[src/rtl/dcache_wb_controller.sv]
// Miss/writeback/flush sequencer between an N-way write-back dcache array and memory.
// Evicts dirty victims, fills blocks, counts hits, and on halt flushes dirty frames then dumps the hit count.
module dcache_wb_controller #(
  parameter int          WAYS     = 2,
  parameter int          SETS     = 8,
  parameter int          WORDS    = 2,
  parameter logic [31:0] HIT_ADDR = 32'h3100,
  localparam int WW = (WAYS > 1) ? $clog2(WAYS) : 1,
  localparam int SW = $clog2(SETS),
  localparam int OW = $clog2(WORDS),
  localparam int BW = (WORDS > 1) ? OW : 1,
  localparam int TW = 30 - SW - OW
) (
  input  logic          CLK,
  input  logic          RST,
  input  logic          dmemREN,
  input  logic          dmemWEN,
  input  logic [31:0]   dmemaddr,
  input  logic          halt,
  input  logic          hit,
  input  logic [WW-1:0] victim_way,
  input  logic          frame_valid,
  input  logic          frame_dirty,
  input  logic [TW-1:0] frame_tag,
  input  logic [31:0]   rdata,
  input  logic          mem_ready,
  output logic [SW-1:0] cache_set,
  output logic [WW-1:0] cache_way,
  output logic [BW-1:0] cache_word,
  output logic          load_data,
  output logic          write_tag,
  output logic          set_valid,
  output logic          clear_dirty,
  output logic          dREN,
  output logic          dWEN,
  output logic [31:0]   daddr,
  output logic [31:0]   dstore,
  output logic          flushed,
  output logic [31:0]   hit_count
);

  typedef enum logic [2:0] {IDLE, WB, FILL, FLUSH_SCAN, FLUSH_WB, COUNT, DONE} state_t;

  state_t        state_q, state_d;
  logic [SW-1:0] set_q, set_d;
  logic [WW-1:0] way_q, way_d;
  logic [TW-1:0] rtag_q, rtag_d;
  logic [TW-1:0] vtag_q, vtag_d;
  logic [BW-1:0] k_q, k_d;
  logic [SW-1:0] scan_set_q, scan_set_d;
  logic [WW-1:0] scan_way_q, scan_way_d;
  logic [31:0]   hit_count_q, hit_count_d;
  logic          filled_q, filled_d;

  logic [SW-1:0] req_set;
  logic [TW-1:0] req_tag;
  logic          last_word, last_way, last_set;
  logic          unused_addr;

  assign req_set     = dmemaddr[OW+2 +: SW];
  assign req_tag     = dmemaddr[OW+2+SW +: TW];
  assign unused_addr = ^dmemaddr[OW+1:0];
  assign last_word   = (k_q == BW'(WORDS - 1));
  assign last_way    = (scan_way_q == WW'(WAYS - 1));
  assign last_set    = (scan_set_q == SW'(SETS - 1));
  assign hit_count   = hit_count_q;

  function automatic logic [31:0] blk_addr(input logic [TW-1:0] tag, input logic [SW-1:0] set,
                                           input logic [BW-1:0] word);
    return (32'(tag) << (SW + OW + 2)) | (32'(set) << (OW + 2)) | (32'(word) << 2);
  endfunction

  always_ff @(posedge CLK) begin
    if (RST) begin
      state_q     <= IDLE;
      set_q       <= '0;
      way_q       <= '0;
      rtag_q      <= '0;
      vtag_q      <= '0;
      k_q         <= '0;
      scan_set_q  <= '0;
      scan_way_q  <= '0;
      hit_count_q <= '0;
      filled_q    <= 1'b0;
    end else begin
      state_q     <= state_d;
      set_q       <= set_d;
      way_q       <= way_d;
      rtag_q      <= rtag_d;
      vtag_q      <= vtag_d;
      k_q         <= k_d;
      scan_set_q  <= scan_set_d;
      scan_way_q  <= scan_way_d;
      hit_count_q <= hit_count_d;
      filled_q    <= filled_d;
    end
  end

  always_comb begin
    state_d     = state_q;
    set_d       = set_q;
    way_d       = way_q;
    rtag_d      = rtag_q;
    vtag_d      = vtag_q;
    k_d         = k_q;
    scan_set_d  = scan_set_q;
    scan_way_d  = scan_way_q;
    hit_count_d = hit_count_q;
    filled_d    = 1'b0;
    cache_set   = '0;
    cache_way   = '0;
    cache_word  = '0;
    load_data   = 1'b0;
    write_tag   = 1'b0;
    set_valid   = 1'b0;
    clear_dirty = 1'b0;
    dREN        = 1'b0;
    dWEN        = 1'b0;
    daddr       = '0;
    dstore      = '0;
    flushed     = 1'b0;

    case (state_q)
      IDLE: begin
        cache_set = req_set;
        cache_way = victim_way;
        if (halt) begin
          state_d    = FLUSH_SCAN;
          scan_set_d = '0;
          scan_way_d = '0;
        end else if (dmemREN || dmemWEN) begin
          if (hit) begin
            // The hit that completes a fill is the original miss, not a new hit.
            if (!filled_q && hit_count_q != '1) hit_count_d = hit_count_q + 32'd1;
          end else begin
            set_d   = req_set;
            way_d   = victim_way;
            rtag_d  = req_tag;
            vtag_d  = frame_tag;
            k_d     = '0;
            state_d = (frame_valid && frame_dirty) ? WB : FILL;
          end
        end
      end

      WB: begin
        cache_set  = set_q;
        cache_way  = way_q;
        cache_word = k_q;
        dWEN       = 1'b1;
        daddr      = blk_addr(vtag_q, set_q, k_q);
        dstore     = rdata;
        if (mem_ready) begin
          if (last_word) begin
            k_d     = '0;
            state_d = FILL;
          end else begin
            k_d = k_q + BW'(1);
          end
        end
      end

      FILL: begin
        cache_set  = set_q;
        cache_way  = way_q;
        cache_word = k_q;
        dREN       = 1'b1;
        daddr      = blk_addr(rtag_q, set_q, k_q);
        load_data  = mem_ready;
        if (mem_ready) begin
          if (last_word) begin
            write_tag   = 1'b1;
            set_valid   = 1'b1;
            clear_dirty = 1'b1;
            k_d         = '0;
            filled_d    = 1'b1;
            state_d     = IDLE;
          end else begin
            k_d = k_q + BW'(1);
          end
        end
      end

      FLUSH_SCAN: begin
        cache_set = scan_set_q;
        cache_way = scan_way_q;
        if (frame_valid && frame_dirty) begin
          k_d     = '0;
          state_d = FLUSH_WB;
        end else if (last_way && last_set) begin
          state_d = COUNT;
        end else if (last_way) begin
          scan_way_d = '0;
          scan_set_d = scan_set_q + SW'(1);
        end else begin
          scan_way_d = scan_way_q + WW'(1);
        end
      end

      // Returns to scan on the same frame; it reads clean next cycle and is skipped.
      FLUSH_WB: begin
        cache_set  = scan_set_q;
        cache_way  = scan_way_q;
        cache_word = k_q;
        dWEN       = 1'b1;
        daddr      = blk_addr(frame_tag, scan_set_q, k_q);
        dstore     = rdata;
        if (mem_ready) begin
          if (last_word) begin
            clear_dirty = 1'b1;
            k_d         = '0;
            state_d     = FLUSH_SCAN;
          end else begin
            k_d = k_q + BW'(1);
          end
        end
      end

      COUNT: begin
        dWEN   = 1'b1;
        daddr  = HIT_ADDR;
        dstore = hit_count_q;
        if (mem_ready) state_d = DONE;
      end

      DONE: flushed = 1'b1;

      default: state_d = IDLE;
    endcase
  end

endmodule
[config.mk]
export PLATFORM = sky130hd
export DESIGN_NAME = dcache_wb_controller
export DESIGN_NICKNAME = d
export VERILOG_FILES = /design/src/rtl/dcache_wb_controller.sv
export SDC_FILE = /design/constraint.sdc
export NUM_CORES = 1
export LEC_CHECK = 0
export CAP_MARGIN = 20
export CORE_ASPECT_RATIO = 0.8
export CORE_MARGIN = 2
export CORE_UTILIZATION = 40
export CTS_CLUSTER_DIAMETER = 80
export DETAILED_ROUTE_END_ITERATION = 7
export PLACE_DENSITY = 0.79
export SETUP_SLACK_MARGIN = 0.3
export SYNTH_ARGS = -nofsm -noshare
export SYNTH_HDL_FRONTEND = slang
export SYNTH_SLANG_ARGS = --single-unit
export TNS_END_PERCENT = 30
[constraint.sdc]
create_clock -name CLK -period 2.05 [get_ports CLK]
set_input_delay 0.41 -clock CLK [delete_from_list [all_inputs] [get_ports CLK]]
set_output_delay 0.41 -clock CLK [all_outputs]
set_load 0.03 [all_outputs]
==> results.txt <==
- The via count of the first global-routing pass came to 5,935.
- Routed length per instance: 19.8 um
* Final Hold Fails: 0
* Hold Path Depth: 2
- In this run the clock root is driven by a clkbuf_16.
- The die covers 14,200 um^2.
* Predominant post-synthesis flop cell: dfxtp_1
- Chain of cells forming the critical path: or3b_4, inv_8, buf_12, buf_16, nand2_2, o21ai_2, buf_6
* Share of Yosys cell area claimed by the top area cell type: roughly 37%
- Timing analysis after detailed placement gives a worst setup slack of -0.435 ns.
- The number of antenna diodes in the final layout is 0.
* Standard-cell row count: 37
- Leakage power: slightly below 4 nW
- At the pin with the least slew margin, the transition time is approximately 0.5 ns.
* Worst reg2reg path depth: 8
- CTS Sinks: 97
- For this configuration, the core starts out at a cell density of between 40% and 50%.
- After detailed routing, the number of remaining DRC violations is 0.
- Critical path start-end classification: reg2out
* Count of nets after finishing: approximately 1,100
- In this run the power density over the cells is 852 nW/um^2.
* Number of synthesized flops with an enable pin: 0
* Reg-to-reg critical path startpoint: state_q[2]
* Share of power burned in combinational logic: 53.2%
* Cell types with the largest area share after synthesis: dfxtp_1, nand2_1, a21oi_1
- For this block, the routed nets add up to roughly 23 mm of wire.
* Fraction of power spent switching nets: 40.5%
- Gate Count Post-Synth: 704
* Most common cell in the netlist: nand2_1
* Period utilisation layout: 109%
- Pins Over Slew Limit: 0
* Violated checks: negative setup slack
- The synthesized design contains just under 100 register bits.
- Syn avg cell area: ~7.5 um^2
- Dividing the detail-routed via count by the number of cells gives just under 6.
* CTS Buf Count: 9
* Height of the die: 107 um
* Die width: about 130 um
- Final cell utilization of the core: about four fifths
* Async S/R FF share, synth: 0%
- VDD sags by at most about 0.00057 V.
* Highest Clock Rate: ~450 MHz
* Setup slack of the worst register-to-register path: -0.18 ns
* Count of input and output buffers: about 200
- TritonCTS clock tree: yes
* Crit path arrival time: about 1.8 ns
* Clock-pin slew of the registers on the worst-case setup and hold paths: ~0.070 ns
- Unrepaired setup endpoints after global routing: yes
* Status: complete, but fails checks
- Minimum clock period after layout: about 2.2 ns
* Initial DRT Pass Iterations: 5
- Count of vias placed by the detailed router: 6,666
- Portion of the post-synthesis area used by sequential elements: between 30 and 40%
- # Max-Cap Violations: 0
- After the first detailed-routing iteration, the DRC count stood at 625.
- Endpoints failing setup: 85
* Synth area leader: dfxtp_1
* Number of library cell types mapped by synthesis: 59
- Once detailed placement completed, the half-perimeter wirelength came to approximately 13 mm.
* Fraction of power consumed by sequential logic: roughly a quarter
- The area growth from synthesis to layout is 90.5%.
* Worst endpoint required time: roughly 1.6 ns
* Buffer depth of the longest clock path: 2
* Sw power: 3.48 mW
- Summing every instance area after synthesis gives around 5300 um^2.
- Commonest cells post-synth: nand2_1, dfxtp_1, a21oi_1
* Final instance area: 10,100 um^2
- Sequential cell area: approximately 2000 um^2
* Placed cell area: approximately 8400 um^2
- Aggregate global-route resource usage: about a quarter
- Across the routed clock network, the largest skew measured is roughly 0.015 ns.
* Wire length of the first global-routing pass: 30.6 mm
* Terminus of the critical flop-to-flop path: state_q[0]
- Weighted congestion reported at the end of routability-driven placement: between 0.8 and 0.9
- The tightest min-delay check is of the reg2reg type.
- The later pin in the worst-skew pair is clocked with a latency of 0.34 ns.
- Counting the fill cells in the layout gives 835.
- Sum of negative setup slack: -8.28 ns
* Relative max-transition margin: approximately 67%
- Crit path max fanout: 8
- The internal portion of the total power is ~5.1 mW.
- The critical path starts at state_q[0].
* Pin count of the biggest net entering global routing: 57
- The total overflow left after global routing is 0.
* Master of the slowest instance on the critical path: or3b_4
- Clk network pwr share: 21.4%
- Layout cell share with drive strength beyond 1: 46.1%
- The core region is 12,900 um^2.
- In the final layout, the multi-input gates occupy about 4300 um^2.
- The worst setup path is launched from a flop.
* Yosys warns: 0
- CP Capture Point: daddr[25]
* Final worst setup slack: -0.194 ns
- Initial antenna violation count: 0
- Endpoint kind of the worst setup timing path: output port
- The number of hold buffers added after CTS was 0.
* Max H-tree Level: 3
- On the worst path, the slowest cell contributes a delay of between 0.4 and 0.5 ns.
* Number of top-level pins: around 210
- In this run the remaining antenna-violating nets after routing total 0.
worst min path at each step:
| stage | start | to | slack (ns) |
|---|---|---|---|
| after global routing | rtag_q[20] | rtag_q[20] | 0.49 |
| after global placement | vtag_q[4] | vtag_q[4] | 0.44 |
| after CTS | RST | hit_count[5] | 0.45 |
| after floorplan | vtag_q[11] | vtag_q[11] | 0.44 |
| after detailed placement | vtag_q[22] | vtag_q[22] | 0.45 |
| final | rtag_q[20] | rtag_q[20] | 0.47 |
layer usage:
metal / vias up / global-route usage (%) / part of all wire [%] / wire length, um
li1: 3050 / - / - / -
met1: 3279 / 36.6 / 44 / 9890
met2: 298 / 42.7 / 48 / 10900
met3: 39 / 5.63 / 6.6 / 1490
met4: 0 / 5.99 / 1.7 / 395
met5: - / 0 / 0 / 0
cell families after synthesis:
group / count (synthesis) / synth area share, %
DFF: 97 / 36.7
xor gates and xnor gates: 11 / 1.82
AOI/OAI and AO/OA: 231 / 27.9
adders and majority gates: 3 / 0.710
muxes: 9 / 1.80
other: 1 / 0.0709
buffers and inverters: 71 / 5.80
and+or+nand+nor: 281 / 25.2
cells in the final DEF (no fill, tap or decap), types with 32 or more instances in the layout:
cell             count
dfxtp_1             63
buf_6               90
a21oi_1             44
a21oi_2             43
dlygate4sd2_1       34
a22o_1              32
buf_4               76
clkdlybuf4s50_1     93
nand2_4             44
nand2_1            100
sequential cells by signal, indices dropped and copies added, names as in the netlist, 3 cells and up:
signal,flops
vtag_q,26
set_q,3
rtag_q,26
scan_set_q,3
state_q,3
hit_count,32
worst max-delay path, delay by kind of cell, from the launching register on:
family	cells	cell delay, ns
simple gates	2	0.53
compound gates	1	0.09
buf+inv	4	0.51
flops	1	0.38
cell type report:
| cell class | count | share of cell area (%) |
|---|---|---|
| Sequential cell | 97 | 19.8 |
| Multi-Input combinational cell | 538 | 42.6 |
| Tap cell | 175 | 2.17 |
| Clock inverter | 6 | 0.895 |
| Timing Repair Buffer | 310 | 31.7 |
| Clock buffer | 10 | 2.27 |
| Inverter | 14 | 0.596 |
power groups by stage:
stage / combinational (mW) / sequential (mW) / clock, mW
after global routing: 4.74 / 2.19 / 1.93
after detailed placement: 3.38 / 2.16 / 0
after CTS: 3.99 / 2.12 / 1.86
final: 4.56 / 2.18 / 1.84
after global placement: 3.35 / 2.16 / 0
after floorplan: 2.21 / 2.14 / 0
per-stage QoR:
| step | hold slack, ns | power (mW) | std cells |
|---|---|---|---|
| 2_1_floorplan | 0.436 | 4.35 | 705 |
| 3_3_place_gp | 0.441 | 5.50 | 1114 |
| 3_5_place_dp | 0.448 | 5.55 | 1114 |
| 4_1_cts | 0.453 | 7.97 | 1145 |
| 5_1_grt | 0.487 | 8.86 | 1150 |
| 6_report | 0.470 | 8.58 | 1150 |
timing repair:
action                     4_1_cts  5_1_grt
cloned                           3        2
setup endpoints to repair      144      161
pin swaps                       18      129
setup buffers                   12        3
resized for setup              140      191
Power figures use the tool's default switching activity.
